$ cat src/rtl/div_pkg.sv
// Shared constants, state encoding and sign helper for the iterative divider.
package div_pkg;

    localparam int WIDTH = 32;
    localparam int ITERS = 32;
    localparam int CNT_W = $clog2(ITERS);

    typedef enum logic [1:0] {
        IDLE = 2'd0,
        CALC = 2'd1,
        DONE = 2'd2
    } state_t;

    localparam logic [WIDTH-1:0] DIV0_QUOTIENT = 32'hFFFF_FFFF;

    // Two's-complement negate when neg is set; used both to take magnitudes and to restore signs.
    function automatic logic [WIDTH-1:0] cond_neg(input logic [WIDTH-1:0] v, input logic neg);
        return neg ? (~v + 1'b1) : v;
    endfunction

endpackage

$ cat src/rtl/div_trial_sub.sv
// Combinational trial subtractor A + ~B + 1 built from 4-bit carry-lookahead slices.
module div_trial_sub
#(
    parameter int W = 33
) (
    input  logic [W-1:0] i_a,
    input  logic [W-1:0] i_b,
    output logic [W-2:0] o_diff,
    output logic         o_neg
);

    localparam int SLICES = (W + 3) / 4;

    logic [W-1:0] w_nb;
    logic [W-1:0] w_g;
    logic [W-1:0] w_p;
    logic [W-1:0] w_sum;

    assign w_nb = ~i_b;
    assign w_g  = i_a & w_nb;
    assign w_p  = i_a ^ w_nb;

    // Carry into bit n of a slice as a flat sum of generate/propagate products.
    function automatic logic cla_carry(input logic ci, input logic [3:0] g,
                                       input logic [3:0] p, input int n);
        logic c;
        logic t;
        c = ci;
        for (int k = 0; k < n; k++) c = c & p[k];
        for (int m = 0; m < n; m++) begin
            t = g[m];
            for (int k = m + 1; k < n; k++) t = t & p[k];
            c = c | t;
        end
        return c;
    endfunction

    genvar gi;
    generate
        for (gi = 0; gi < SLICES; gi++) begin : g_slice
            localparam int LO = gi * 4;
            localparam int SW = ((W - LO) < 4) ? (W - LO) : 4;

            logic       w_ci;
            logic [3:0] w_gs;
            logic [3:0] w_ps;

            assign w_gs = 4'(w_g[LO +: SW]);
            assign w_ps = 4'(w_p[LO +: SW]);

            if (gi == 0) begin : g_first
                assign w_ci = 1'b1;
            end else begin : g_chain
                assign w_ci = g_slice[gi-1].g_co.w_co;
            end

            genvar gj;
            for (gj = 0; gj < SW; gj++) begin : g_bit
                assign w_sum[LO+gj] = w_p[LO+gj] ^ cla_carry(w_ci, w_gs, w_ps, gj);
            end

            if (gi < SLICES - 1) begin : g_co
                logic w_co;
                assign w_co = cla_carry(w_ci, w_gs, w_ps, 4);
            end
        end
    endgenerate

    assign o_diff = w_sum[W-2:0];
    assign o_neg  = w_sum[W-1];

endmodule

$ cat src/rtl/div_32.sv
// Iterative restoring divider: one quotient bit per cycle, signed or unsigned, fixed 33-cycle latency.
module div_32
#(
    parameter int WIDTH = 32
) (
    input  logic             i_clk,
    input  logic             i_rst,
    input  logic             i_start,
    input  logic             i_is_signed,
    input  logic [WIDTH-1:0] i_dividend,
    input  logic [WIDTH-1:0] i_divisor,
    output logic             o_busy,
    output logic             o_done,
    output logic [WIDTH-1:0] o_quotient,
    output logic [WIDTH-1:0] o_remainder,
    output logic             o_div_by_zero
);

    import div_pkg::*;

    state_t           r_state;
    logic [CNT_W-1:0] r_cnt;
    logic [WIDTH-1:0] r_quot;
    logic [WIDTH-1:0] r_rem;
    logic [WIDTH-1:0] r_dvsr;
    logic [WIDTH-1:0] r_dividend;
    logic             r_q_neg;
    logic             r_r_neg;
    logic             r_div0;
    logic [WIDTH-1:0] r_quotient;
    logic [WIDTH-1:0] r_remainder;
    logic             r_div_by_zero;

    logic [WIDTH:0]   w_trial_a;
    logic [WIDTH:0]   w_trial_b;
    logic [WIDTH-1:0] w_diff;
    logic             w_neg;
    logic [WIDTH-1:0] w_quot_next;
    logic [WIDTH-1:0] w_rem_next;
    logic             w_last;

    // The kept remainder is always below the divisor, so 32 bits hold it; the shift supplies bit 32.
    assign w_trial_a = {r_rem, r_quot[WIDTH-1]};
    assign w_trial_b = {1'b0, r_dvsr};

    div_trial_sub #(.W(WIDTH + 1)) u_trial_sub (
        .i_a    (w_trial_a),
        .i_b    (w_trial_b),
        .o_diff (w_diff),
        .o_neg  (w_neg)
    );

    assign w_quot_next = {r_quot[WIDTH-2:0], ~w_neg};
    assign w_rem_next  = w_neg ? w_trial_a[WIDTH-1:0] : w_diff;
    assign w_last      = (r_cnt == CNT_W'(ITERS - 1));

    always_ff @(posedge i_clk) begin
        if (i_rst) begin
            r_state       <= IDLE;
            r_cnt         <= '0;
            r_quot        <= '0;
            r_rem         <= '0;
            r_dvsr        <= '0;
            r_dividend    <= '0;
            r_q_neg       <= 1'b0;
            r_r_neg       <= 1'b0;
            r_div0        <= 1'b0;
            r_quotient    <= '0;
            r_remainder   <= '0;
            r_div_by_zero <= 1'b0;
        end else begin
            case (r_state)
                IDLE: begin
                    if (i_start) begin
                        r_state    <= CALC;
                        r_cnt      <= '0;
                        r_rem      <= '0;
                        r_quot     <= cond_neg(i_dividend, i_is_signed & i_dividend[WIDTH-1]);
                        r_dvsr     <= cond_neg(i_divisor, i_is_signed & i_divisor[WIDTH-1]);
                        r_dividend <= i_dividend;
                        r_q_neg    <= i_is_signed & (i_dividend[WIDTH-1] ^ i_divisor[WIDTH-1]);
                        r_r_neg    <= i_is_signed & i_dividend[WIDTH-1];
                        r_div0     <= (i_divisor == '0);
                    end
                end
                CALC: begin
                    r_quot <= w_quot_next;
                    r_rem  <= w_rem_next;
                    r_cnt  <= r_cnt + 1'b1;
                    if (w_last) begin
                        r_state       <= DONE;
                        r_div_by_zero <= r_div0;
                        r_quotient    <= r_div0 ? DIV0_QUOTIENT : cond_neg(w_quot_next, r_q_neg);
                        r_remainder   <= r_div0 ? r_dividend : cond_neg(w_rem_next, r_r_neg);
                    end
                end
                DONE:    r_state <= IDLE;
                default: r_state <= IDLE;
            endcase
        end
    end

    assign o_busy        = (r_state != IDLE);
    assign o_done        = (r_state == DONE);
    assign o_quotient    = r_quotient;
    assign o_remainder   = r_remainder;
    assign o_div_by_zero = r_div_by_zero;

endmodule

$ cat config.mk
export PLATFORM = sky130hd
export DESIGN_NAME = div_32
export DESIGN_NICKNAME = d
export VERILOG_FILES = /design/src/rtl/div_pkg.sv /design/src/rtl/div_trial_sub.sv /design/src/rtl/div_32.sv
export SDC_FILE = /design/constraint.sdc
export NUM_CORES = 1
export LEC_CHECK = 0
export ABC_AREA = 1
export CELL_PAD_IN_SITES_DETAIL_PLACEMENT = 0
export CELL_PAD_IN_SITES_GLOBAL_PLACEMENT = 1
export CORE_MARGIN = 2
export CORE_UTILIZATION = 44
export DETAILED_ROUTE_END_ITERATION = 12
export GPL_TIMING_DRIVEN = 0
export PLACE_DENSITY_LB_ADDON = 0.3
export SKIP_CTS_REPAIR_TIMING = 1
export SLEW_MARGIN = 20
export SYNTH_ARGS = -nofsm -noshare
export SYNTH_HDL_FRONTEND = slang
export SYNTH_SLANG_ARGS = --single-unit
$ cat constraint.sdc
create_clock -name i_clk -period 12.2 [get_ports i_clk]
set_clock_uncertainty 0.05 [all_clocks]
set_input_delay 1.83 -clock i_clk [delete_from_list [all_inputs] [get_ports i_clk]]
set_output_delay 1.83 -clock i_clk [all_outputs]
set_load 0.005 [all_outputs]
==> flow_metrics.env <==
export IMPL_slew_headroom_pct=33.9
export IMPL_wl_um=46500
export IMPL_core_mm2=0.0279
export IMPL_synth_adder_area_share_pct=5.75
export IMPL_status="finished, final reports clean"
export IMPL_synthesis_nets=1955
export IMPL_vias=13014
export IMPL_final_setup_tns_ns=0
export IMPL_cts_root_buffer="clkbuf_16"
export IMPL_tightestPinTransition_ns=0.991
export IMPL_crit_path_frequent_cell="nand2_1"
export IMPL_wl_per_cell_um=19.4
export IMPL_min_period_ns=9.43
export IMPL_synth_mux_area_share_pct=0
export IMPL_hold_path_class="reg -> reg"
export IMPL_chipWidth_um=172
export IMPL_reg2reg_to="o_quotient[30]"
export IMPL_utilization_pct=54.2
export IMPL_final_cell_area_mm2=0.0151
export IMPL_grt_pass1_vias=12062
export IMPL_first_pass_iters=5
export IMPL_yosys_cell_types_count=50
export IMPL_critical_path_arrival_ns=9.87
export IMPL_hold_viol=0
export IMPL_syn2layout_area_growth_pct=21.3
export IMPL_p_sw_share_pct=42.3
export IMPL_reg2reg_depth=71
export IMPL_end_kind="flip-flop"
export IMPL_clk_insertion_delay_late_ns=0.55
export IMPL_fmax_ghz=0.106
export IMPL_whs_ns=0.422
export IMPL_min_path_cells=2
export IMPL_vias_per_cell=5.44
export IMPL_finalNonFillerCells=2391
export IMPL_power_total_mw=2.63
export IMPL_ys_flop_type="dfxtp_1"
export IMPL_place_ws_ns=2.84
export IMPL_p_sw_mw=1.11
export IMPL_grt_overflow_total=0
export IMPL_p_seq_share_pct=28.0
export IMPL_die_area_mm2=0.0297
export IMPL_synth_seq_area_share_pct=32.6
export IMPL_num_antenna_cells=0
export IMPL_htree_levels=1
export IMPL_grt_pass1_wl_um=70500
export IMPL_place_inst=2345
export IMPL_p_int_mw=1.52
export IMPL_hold_end="r_cnt[4]"
export IMPL_synth_top_family_by_area="simple AND/OR/NAND/NOR gates"
export IMPL_cts_buffers=25
export IMPL_drt_initial_drc_count=1384
export IMPL_finalNetCount=2115
export IMPL_postPlaceCellArea_mm2=0.0143
export IMPL_synth_area_mm2=0.0125
export IMPL_cp_required_ns=12.64
export IMPL_numClockSinks=203
export IMPL_rrSetupSlack_ns=2.77
export IMPL_cts_path_max_buffers=3
export IMPL_syn_avg_cell_area_um2=6.79
export IMPL_startpoint_type="flip-flop"
export IMPL_numPortBuffers=133
export IMPL_synth_compound_area_share_pct=18.8
export IMPL_rsz0062_at_grt="no"
export IMPL_timing_final_crit_share_pct=77.3
export IMPL_drive_gt1_share_pct=4.67
export IMPL_p_comb_share_pct=42.8
export IMPL_start_util_pct=44.7
export IMPL_synth_edf_count=0
export IMPL_dp_hpwl_um=36300
export IMPL_setup_viol=0
export IMPL_power_density_mw_per_mm2=174
export IMPL_die_h_um=172
export IMPL_io_pins=135
export IMPL_cts_tree="yes"
export IMPL_async_reset_ff_share_pct=0
export IMPL_pwr_share_clk_pct=29.2
export IMPL_postSynthCellCount=1834
export IMPL_regToRegStartpoint="r_quot[31]"
export IMPL_grt_usage_pct=31.5
export IMPL_ys_warn_count=0
export IMPL_synth_xor_area_share_pct=5.41
export IMPL_gp_congestion=0.961
export IMPL_worst_slack_ns=2.77
export IMPL_row_count=61
export IMPL_cp_slowest_cell="dfxtp_1"
export IMPL_crit_buf_inv=5
export IMPL_cap_violations=0
export IMPL_crit_fanout=10
export IMPL_min_from="r_cnt[4]"
export IMPL_ys_ff_latch=203
export IMPL_synth_simple_area_share_pct=27.0
export IMPL_clkTransAtPathRegs_ns=0.06
export IMPL_antenna_found_initial=0
export IMPL_slowest_delay_ns=0.43
export IMPL_crit_family="simple AND/OR/NAND/NOR gates"
export IMPL_power_leakage_nw=6.59
export IMPL_drv_slew=0
export IMPL_grt_max_degree=14
export IMPL_ir_drop_mv=0.103
export IMPL_critPathKind="reg -> reg"
export IMPL_drc=0
export IMPL_ant_nets=0
metal layers:
metal	wire length, µm	vias to the layer above	track usage, %
met2	20500	476	49.4
met1	21400	6084	44.9
met5	0	-	0
met4	1440	0	10.2
met3	3210	79	4.01
li1	-	6375	-
how the worst max path moves through the flow:
stage,from,end,slack [ns],cells past startpoint
floorplan,r_quot[31],o_quotient[30],4.28,71
global placement,r_quot[31],o_quotient[30],2.97,71
detailed placement,r_quot[31],o_quotient[30],2.84,71
CTS,r_quot[31],o_quotient[30],2.80,71
global route,r_quot[31],o_quotient[30],1.62,71
finish,r_quot[31],o_quotient[30],2.77,71
worst min-delay path, cell delays in order, from the launching register on:
cell and delay, ns:
dfxtp_1 0.31, nand2_1 0.06, a21oi_1 0.05
cells in the mapped netlist (12+ instances only):
| master | count | share of area, % |
|---|---|---|
| nand2_1 | 401 | 12 |
| inv_1 | 240 | 7.2 |
| dfxtp_1 | 203 | 33 |
| nor2_1 | 180 | 5.4 |
| a21oi_1 | 123 | 4.9 |
| o21ai_0 | 122 | 4.9 |
| nand3_1 | 89 | 3.6 |
| clkbuf_1 | 73 | 2.2 |
| xor2_1 | 53 | 3.7 |
| ha_1 | 46 | 4.6 |
| a22oi_1 | 35 | 2.1 |
| o221ai_1 | 35 | 2.5 |
| xnor2_1 | 24 | 1.7 |
| nor3_1 | 23 | 0.92 |
| o22ai_1 | 20 | 1.0 |
| nand4_1 | 15 | 0.75 |
| nand3b_1 | 13 | 0.78 |
| nor4_1 | 13 | 0.65 |
| a31oi_1 | 12 | 0.60 |
state kept, by name (all words and copies together), names as in the netlist:
| register | flops |
|---|---|
| o_quotient | 32 |
| r_r_neg | 1 |
| r_dividend | 32 |
| r_dvsr | 32 |
| r_state | 2 |
| r_q_neg | 1 |
| o_remainder | 32 |
| r_cnt | 5 |
| r_rem | 32 |
| o_div_by_zero | 1 |
| r_quot | 32 |
| r_div0 | 1 |
cells in the final DEF (no fill, tap or decap), types with 5 or more instances in the layout:
cell type / Yosys / final
nand2_1: 401 / 401
xor2_1: 53 / 53
or2_2: 7 / 7
a22oi_1: 35 / 35
clkbuf_16: 0 / 25
nor3_1: 23 / 23
a21oi_1: 123 / 123
buf_1: 8 / 8
nand3_1: 89 / 89
nor4_1: 13 / 13
nand3b_1: 13 / 13
clkbuf_1: 73 / 79
o21ai_1: 7 / 7
o211ai_1: 11 / 11
fa_1: 7 / 7
a211oi_1: 9 / 9
inv_1: 240 / 240
nand4_1: 15 / 15
nand2_4: 6 / 6
dfxtp_1: 203 / 203
a31oi_1: 12 / 12
o21ai_0: 122 / 122
nand2_2: 11 / 11
nor2_1: 180 / 180
clkbuf_8: 0 / 5
clkdlybuf4s50_1: 0 / 133
ha_1: 46 / 46
o221ai_1: 35 / 35
o22ai_1: 20 / 20
xnor2_1: 24 / 24
logic make-up after synthesis:
group / count (synthesis)
xor+xnor: 77
flops: 203
simple gates: 775
buf+inv: 333
fa+ha+maj: 53
compound gates: 393
power by group through the flow:
stage / clock network (mW) / registers, mW / logic, mW
finish: 0.767 / 0.737 / 1.13
global route: 0.800 / 0.741 / 1.26
CTS: 0.774 / 0.735 / 1.11
detailed placement: 0 / 0.750 / 1.11
global placement: 0 / 0.749 / 1.10
floorplan: 0 / 0.738 / 0.807
final cells by class:
| type | instances | area (µm²) |
|---|---|---|
| Clock inverter | 10 | 130 |
| Tap cell | 378 | 473 |
| Inverter | 243 | 912 |
| Sequential cell | 203 | 4060 |
| Timing Repair Buffer | 133 | 1330 |
| Fill cell | 2726 | 12800 |
| Multi-Input combinational cell | 1298 | 7100 |
| Clock buffer | 36 | 717 |
| Buffer | 90 | 382 |
Power figures use the tool's default switching activity.
